**config.mk**
```make
export PLATFORM = sky130hd
export DESIGN_NAME = sat_guard_ctrl
export DESIGN_NICKNAME = d
export VERILOG_FILES = /design/src/rtl/sat_guard_ctrl.sv
export SDC_FILE = /design/constraint.sdc
export NUM_CORES = 1
export LEC_CHECK = 0
export ABC_AREA = 0
export CAP_MARGIN = 25
export CORE_MARGIN = 8
export CORE_UTILIZATION = 55
export DETAILED_ROUTE_END_ITERATION = 8
export PLACE_DENSITY = 0.84
export SYNTH_ARGS = -nofsm -noshare
export SYNTH_HDL_FRONTEND = slang
export SYNTH_SLANG_ARGS = --single-unit
```
**constraint.sdc**
```tcl
create_clock -name clk_i -period 8.3 [get_ports clk_i]
set_input_delay 2.49 -clock clk_i [delete_from_list [all_inputs] [get_ports clk_i]]
set_output_delay 2.49 -clock clk_i [all_outputs]
set_load 0.02 [all_outputs]
```
**src/rtl/sat_guard_ctrl.sv**
```systemverilog
// sat_guard_ctrl: registered signed narrowing clamp (RI -> RO) with saturation
// supervision. It keeps a lifetime saturation count and a per-window count,
// and has an interlock that forces the output to zero when a window collects
// too many saturations.
// Optional build macro SAT_GUARD_HOLD_EN: in RUN, a saturated sample repeats
// the last non-saturated output instead of driving the rail.
module sat_guard_ctrl #(
    parameter int RI = 15,
    parameter int RO = 14,
    parameter int CW = 16
) (
    input  logic                 clk_i,
    input  logic                 rstn_i,
    input  logic                 enable_i,
    input  logic signed [RI-1:0] in_i,
    input  logic                 in_valid_i,
    output logic signed [RO-1:0] out_o,
    output logic                 out_valid_o,
    output logic                 sat_o,
    output logic                 sat_sticky_o,
    output logic        [CW-1:0] sat_cnt_o,
    input  logic        [CW-1:0] win_len_i,
    input  logic        [CW-1:0] trip_lim_i,
    output logic                 trip_o,
    input  logic                 rearm_i,
    input  logic                 clr_i
);

    localparam logic signed [RO-1:0] POS_RAIL = {1'b0, {(RO-1){1'b1}}};
    localparam logic signed [RO-1:0] NEG_RAIL = {1'b1, {(RO-1){1'b0}}};

    typedef enum logic [1:0] {
        IDLE    = 2'd0,
        RUN     = 2'd1,
        TRIPPED = 2'd2
    } state_t;

    state_t state_q, state_d;

    logic          sat_pos, sat_neg, sat_now;
    logic [RO-1:0] clamp_val;
    logic [CW-1:0] wcnt_q, wsat_q;
    logic          win_end;
    logic          trip_hit;
    logic          cnt_en;   // this valid RUN sample updates the counters
    logic          win_clr;  // entering RUN: restart the window
    logic [RO-1:0] run_val;

    // Detect over-range: the bits above the output sign must all match the input sign.
    always_comb begin
        sat_pos   = ~in_i[RI-1] &  (|in_i[RI-2:RO-1]);
        sat_neg   =  in_i[RI-1] & ~(&in_i[RI-2:RO-1]);
        sat_now   = sat_pos | sat_neg;
        clamp_val = in_i[RO-1:0];
        if (sat_pos)
            clamp_val = POS_RAIL;
        else if (sat_neg)
            clamp_val = NEG_RAIL;
    end

    // Window bookkeeping: last sample of a window and the trip threshold test.
    // The trip test includes the current sample so limit 1 trips on the first saturation.
    always_comb begin
        win_end  = (win_len_i != '0) && (wcnt_q == win_len_i - CW'(1));
        trip_hit = (trip_lim_i != '0) &&
                   (({1'b0, wsat_q} + (CW+1)'(sat_now)) >= {1'b0, trip_lim_i});
    end

    // State register.
    always_ff @(posedge clk_i) begin
        if (!rstn_i)
            state_q <= IDLE;
        else
            state_q <= state_d;
    end

    // Next-state logic; dropping enable always returns to IDLE.
    always_comb begin
        state_d = state_q;
        cnt_en  = 1'b0;
        win_clr = 1'b0;
        case (state_q)
            IDLE: begin
                if (enable_i) begin
                    state_d = RUN;
                    win_clr = 1'b1;
                end
            end
            RUN: begin
                if (!enable_i) begin
                    state_d = IDLE;
                end else begin
                    // clr_i swallows the sample: not counted, cannot trip.
                    cnt_en = in_valid_i & ~clr_i;
                    if (cnt_en && trip_hit)
                        state_d = TRIPPED;
                end
            end
            TRIPPED: begin
                if (!enable_i) begin
                    state_d = IDLE;
                end else if (rearm_i) begin
                    state_d = RUN;
                    win_clr = 1'b1;
                end
            end
            default: state_d = IDLE;
        endcase
    end

`ifdef SAT_GUARD_HOLD_EN
    logic [RO-1:0] hold_q;

    // Remember the last clean output since RUN entry; saturated samples replay it.
    always_ff @(posedge clk_i) begin
        if (!rstn_i)
            hold_q <= '0;
        else if (win_clr)
            hold_q <= '0;
        else if (state_q == RUN && enable_i && in_valid_i && !sat_now)
            hold_q <= clamp_val;
    end

    always_comb run_val = sat_now ? hold_q : clamp_val;
`else
    always_comb run_val = clamp_val;
`endif

    // Event counters: clr_i has priority over any increment.
    // A window that outgrew a shrunk win_len_i keeps counting and wraps at CW.
    always_ff @(posedge clk_i) begin
        if (!rstn_i) begin
            sat_cnt_o    <= '0;
            sat_sticky_o <= 1'b0;
            wcnt_q       <= '0;
            wsat_q       <= '0;
        end else if (clr_i) begin
            sat_cnt_o    <= '0;
            sat_sticky_o <= 1'b0;
            wcnt_q       <= '0;
            wsat_q       <= '0;
        end else if (win_clr) begin
            wcnt_q <= '0;
            wsat_q <= '0;
        end else if (cnt_en) begin
            if (sat_now) begin
                sat_sticky_o <= 1'b1;
                if (sat_cnt_o != '1)
                    sat_cnt_o <= sat_cnt_o + CW'(1);
            end
            if (win_end) begin
                wcnt_q <= '0;
                wsat_q <= '0;
            end else begin
                wcnt_q <= wcnt_q + CW'(1);
                if (sat_now && wsat_q != '1)
                    wsat_q <= wsat_q + CW'(1);
            end
        end
    end

    // Registered output stage, one cycle of latency; zero outside RUN.
    always_ff @(posedge clk_i) begin
        if (!rstn_i) begin
            out_o       <= '0;
            out_valid_o <= 1'b0;
            sat_o       <= 1'b0;
        end else if (!enable_i || state_q == IDLE) begin
            out_o       <= '0;
            out_valid_o <= 1'b0;
            sat_o       <= 1'b0;
        end else if (state_q == TRIPPED) begin
            out_o       <= '0;
            out_valid_o <= in_valid_i;
            sat_o       <= 1'b0;
        end else begin
            out_valid_o <= in_valid_i;
            sat_o       <= in_valid_i & sat_now;
            if (in_valid_i)
                out_o <= run_val;
        end
    end

    always_comb trip_o = (state_q == TRIPPED);

endmodule
```
# Yosys cells after proc, flatten, opt, wreduce, memory -nomap -nowiden
# Index checks and enable logic that the tools add are counted.
# Widths: inputs -> output; s select.
# op_classes
reduce_logical,18
mux,17
n_lt_le_gt_ge,1
eq_ne,8
n_addsub,5
n_bitwise,10
# op_table
cell,n
$add 16x1->16 const B,3
$mux 16,3
$ne 16x16->1 const B,2
$reduce_bool 16->1,2
$mux 14,2
$add 16x1->17,1
$ge 17x16->1,1
$eq 16x16->1,1
$sub 16x1->16 const B,1
$mux 2,5
$pmux 2 s3,1
$reduce_and 3->1,2
$reduce_or 3->1,2
$mux 1,5
$not 1->1,5
$and 1x1->1,4
$logic_and 1x1->1,4
$reduce_and 4->1,1
$reduce_or 2->1,2
$ne 3x2->1 const B,1
$ne 3x3->1 const B,1
$eq 2x1->1 const B,1
$eq 2x2->1 const B,1
$logic_not 2->1,1
other kinds (7),7
# totals
reg_bits,67
output_inout_bits,34

# Logic depth before layout (Yosys ltp)
# depth
depth_word,10
ltp_mapped,16

# Worst setup path before layout
# OpenSTA, ideal clock, no wires.
# synth_timing
path_type,input -> register
from,input port in_i[13]
to,register state_q[0]
slack_ns,3.244
arrival_time_ns,4.971
path_stages,15
n_path_buf,0
cell_sequence,inv_1 ha_1 ha_1 ha_1 nand4_1 nor2_1 xor2_1 ha_1 a21o_1 a21oi_1 nor2b_1 o21a_1 o211ai_1 a21oi_1 a211oi_1
# synth_via
elab_chain_len,9
elab_cells_between_ends,10
# synth_rtl
item,line,source
start: declaration,15,"input logic signed [RI-1:0] in_i,"
$not 1->1,52,sat_neg = in_i[RI-1] & ~(&in_i[RI-2:RO-1]);
$and 1x1->1,52,
$or 1x1->1 (*),53,sat_now = sat_pos | sat_neg;
$add 16x1->17 (*),66,"(({1'b0, wsat_q} + (CW+1)'(sat_now)) >= {1'b0, trip_lim_i});"
$ge 17x16->1 (*),66,
$logic_and 1x1->1 (*),65,trip_hit = (trip_lim_i != '0) &&
$logic_and 1x1->1 (*),95,if (cnt_en && trip_hit)
$ne 3x3->1 (no source line) (*),--,
$reduce_and 3->1 (no source line) (*),--,
end signal: assignment,74,state_q <= state_d;
end: declaration,38,"state_t state_q, state_d;"
# Every way passes the cells marked *; elsewhere a longest branch is shown, timed or not.
# A chain may end at the register's enable or synchronous reset.

# Worst setup path in the final report
# Same ends and word-level chain as after synthesis.

==> impl_metrics.yaml <==
die:
  start_util: 0.570
  die_y_um: 105
  die_w_um: 105
  num_io_pins: 87
  core_area_um2: 7730
  rows: 32
  die-area_um2: 11100
routing:
  postRouteAntennaNets: 0
  routedWlPerCell_um: 15.5
  post-route-drc-count: 0
  drt_iter0_markers: 148
  first_pass_iters: 4
  vias: 3996
  vias_per_cell: 5.68
  wirelength_um: 10900
cts:
  cts_tree: "done"
  clkTransAtPathRegs_ns: 0.08
  cts-hold-fix-buffers: 0
  cts_sinks: 67
  cts.htree.levels: 3
  root_buffer: "clkbuf_8"
  cts_buffer_depth: 2
  cts_buffers: 9
  post_cts.repair.setup_buffers: 0
  insertion_delay_ns: 0.35
  cts_resized: 0
worst_setup_path:
  cp_slowest_cell: "clkdlybuf4s50_1"
  crit_required_ns: 8.58
  slowest_delay_ns: 0.53
  arrival_ns: 6.08
  worst-path-max-fanout: 6
  path_buf_inv: 2
  crit_chain: "clkdlybuf4s50_1 -> inv_1 -> ha_1 -> ha_1 -> ha_1 -> nand4_1 -> nor2_1 -> xor2_1 -> ha_1 -> a21o_1 -> a21oi_1 -> nor2b_1 -> o21a_1 -> o211ai_1 -> a21oi_1 -> a211oi_1"
  crit_path_start_kind: "primary input"
  crit_top_cell: "ha_1"
  critPathTopFamily: "adder cells"
  cp-end-kind: "flop"
  crit_type: "primary input to flop"
global_route:
  gr-total-overflow: 0
  grt_pass1_wl_um: 18600
  antenna_found_initial: 0
  grt_max_degree: 34
  grt_pass1_vias: 4073
  grt_usage: 0.198
power_and_ir_drop:
  leakagePower_nw: 2.02
  p_per_area_nw_per_um2: 118
  finalPower_uw: 640
  ir_drop_v: 0.0000810
timing:
  max_freq_ghz: 0.172
  min_period_ns: 5.81
  hold_viol: 0
  slew_headroom: 0.416
  rsz0062_at_grt: "no"
  setup_violations: 0
  setup_ws_ns: 2.49
  min_period_over_period: 0.700
  worst_slew_pin_slew_ns: 0.876
  finalClockSkew_ns: 0.0158
  drv_slew: 0
  fin_setup_tns_ns: 0
final_layout:
  area_growth_pct: 23.6
  layout_common_cells: "clkdlybuf4s50_1, dfxtp_1, nor2_1"
  nNetsFinal: 674
  final_core_util: 0.704
  n_antenna_cell: 0
  fillers: 614
  drive_gt1_frac: 0.0765
  final_common_cell: "clkdlybuf4s50_1"
logic_synthesis:
  yosys-mux-area-fraction: 0.0139
  syn_area_um2: 4400
  synthArstFlopShare: 0
  synth_compound_area_frac: 0.0949
  syn_area_per_cell_um2: 8.47
  ys_warn_count: 0
  ys_seq_elements: 67
  synth_nets: 598
  synthSimpleGateAreaFrac: 0.315
  yosysSeqAreaShare: 0.305
  synth_top_family_by_area: "simple AND/OR/NAND/NOR gates"
  synth_top_area_cell: "dfxtp_1"
  syn_inst: 520
  synth_ff_type: "dfxtp_1"
  ys_types: 58
  synth_area_leaders: "dfxtp_1, xor2_1, ha_1"
  yosys.area_share.adder: 0.0710
  synth-edff-count: 0
  synthXorXnorAreaFrac: 0.147
  netlist.area_leader.share: 0.305
min_path:
  hp-class: "flop to flop"
outcome:
  status: "finished clean"
flow_run:
  maxCapViolations: 0
placement:
  gp_congestion: 0.906
  port_buffers: 86
  dpl.hpwl_um: 8480
  post-place-ws_ns: 2.18
-- metrics by stage --
step                      instances  hold slack [ns]  cell area [um2]
after CTS                       703            0.468             5440
after floorplan                 520            0.485             4400
final                           703            0.469             5440
after global routing            703            0.482             5440
after detailed placement        687            0.455             5270
after global placement          687            0.452             5270
-- cell families after synthesis --
logic type | count (synthesis)
compound gates | 59
xor+xnor | 74
fa+ha+maj | 25
buf+inv | 50
flops | 67
mux | 6
simple gates | 239
-- final timing paths --
check / startpoint / end / slack, ns / cells past startpoint
max: in_i[13] / state_q[0]$_SDFFE_PN0P_ / 2.49 / 16
min: sat_sticky_o$_SDFFE_PP0P_ / sat_sticky_o$_SDFFE_PP0P_ / 0.47 / 2
max reg2reg: wsat_q[2]$_SDFFE_PP0P_ / state_q[1]$_SDFFE_PN0P_ / 5.12 / 13
min reg2reg: sat_sticky_o$_SDFFE_PP0P_ / sat_sticky_o$_SDFFE_PP0P_ / 0.47 / 2
-- final cells by class --
cell class / instances / area [um2] / share of cell area
multi-input cells: 403 / 2830 / 0.520
clock inverters: 5 / 37.5 / 0.00690
well taps: 102 / 128 / 0.0235
repair buffers: 87 / 868 / 0.160
clock buffers: 11 / 131 / 0.0241
flip-flops and latches: 67 / 1340 / 0.247
inverters: 28 / 105 / 0.0193
-- cells in the mapped netlist, drive strengths merged, types with 7 or more instances --
library cell / n
a21oi: 9
and3: 10
and4: 7
buf: 12
clkbuf: 10
dfxtp: 67
ha: 25
inv: 28
nand2: 32
nand2b: 9
nand3: 25
nand4: 18
nor2: 53
nor2b: 20
nor3: 35
nor4: 10
o21ai: 7
o22ai: 15
xnor2: 32
xor2: 42
-- routing by layer --
metal,track usage,vias to the layer above,part of all wire
met3,0.0505,9,0.049
met1,0.226,1915,0.44
met4,0.0540,0,0.0095
met5,0,-,0
met2,0.355,87,0.50
li1,-,1985,-
-- state kept, by name (all words and copies together), names as in the netlist --
register / flops
state_q: 2
out_valid_o: 1
wcnt_q: 16
out_o: 14
sat_o: 1
wsat_q: 16
sat_cnt_o: 16
sat_sticky_o: 1
-- worst register-to-register path: cells and delay by family, from the launching register on --
family          cells  cell delay (ns)
flops               1             0.48
compound gates      4             0.74
xor+xnor            1             0.08
fa+ha+maj           1             0.31
buf+inv             1             0.07
simple gates        6             1.45
-- power breakdown --
| part | total (mW) | internal (mW) | leakage [nW] | switching [mW] |
|---|---|---|---|---|
| clock | 0.235 | 0.109 | 0.0799 | 0.126 |
| sequential | 0.324 | 0.323 | 0.540 | 0.00111 |
| combinational | 0.0805 | 0.0421 | 1.40 | 0.0384 |
Power figures use the tool's default switching activity.
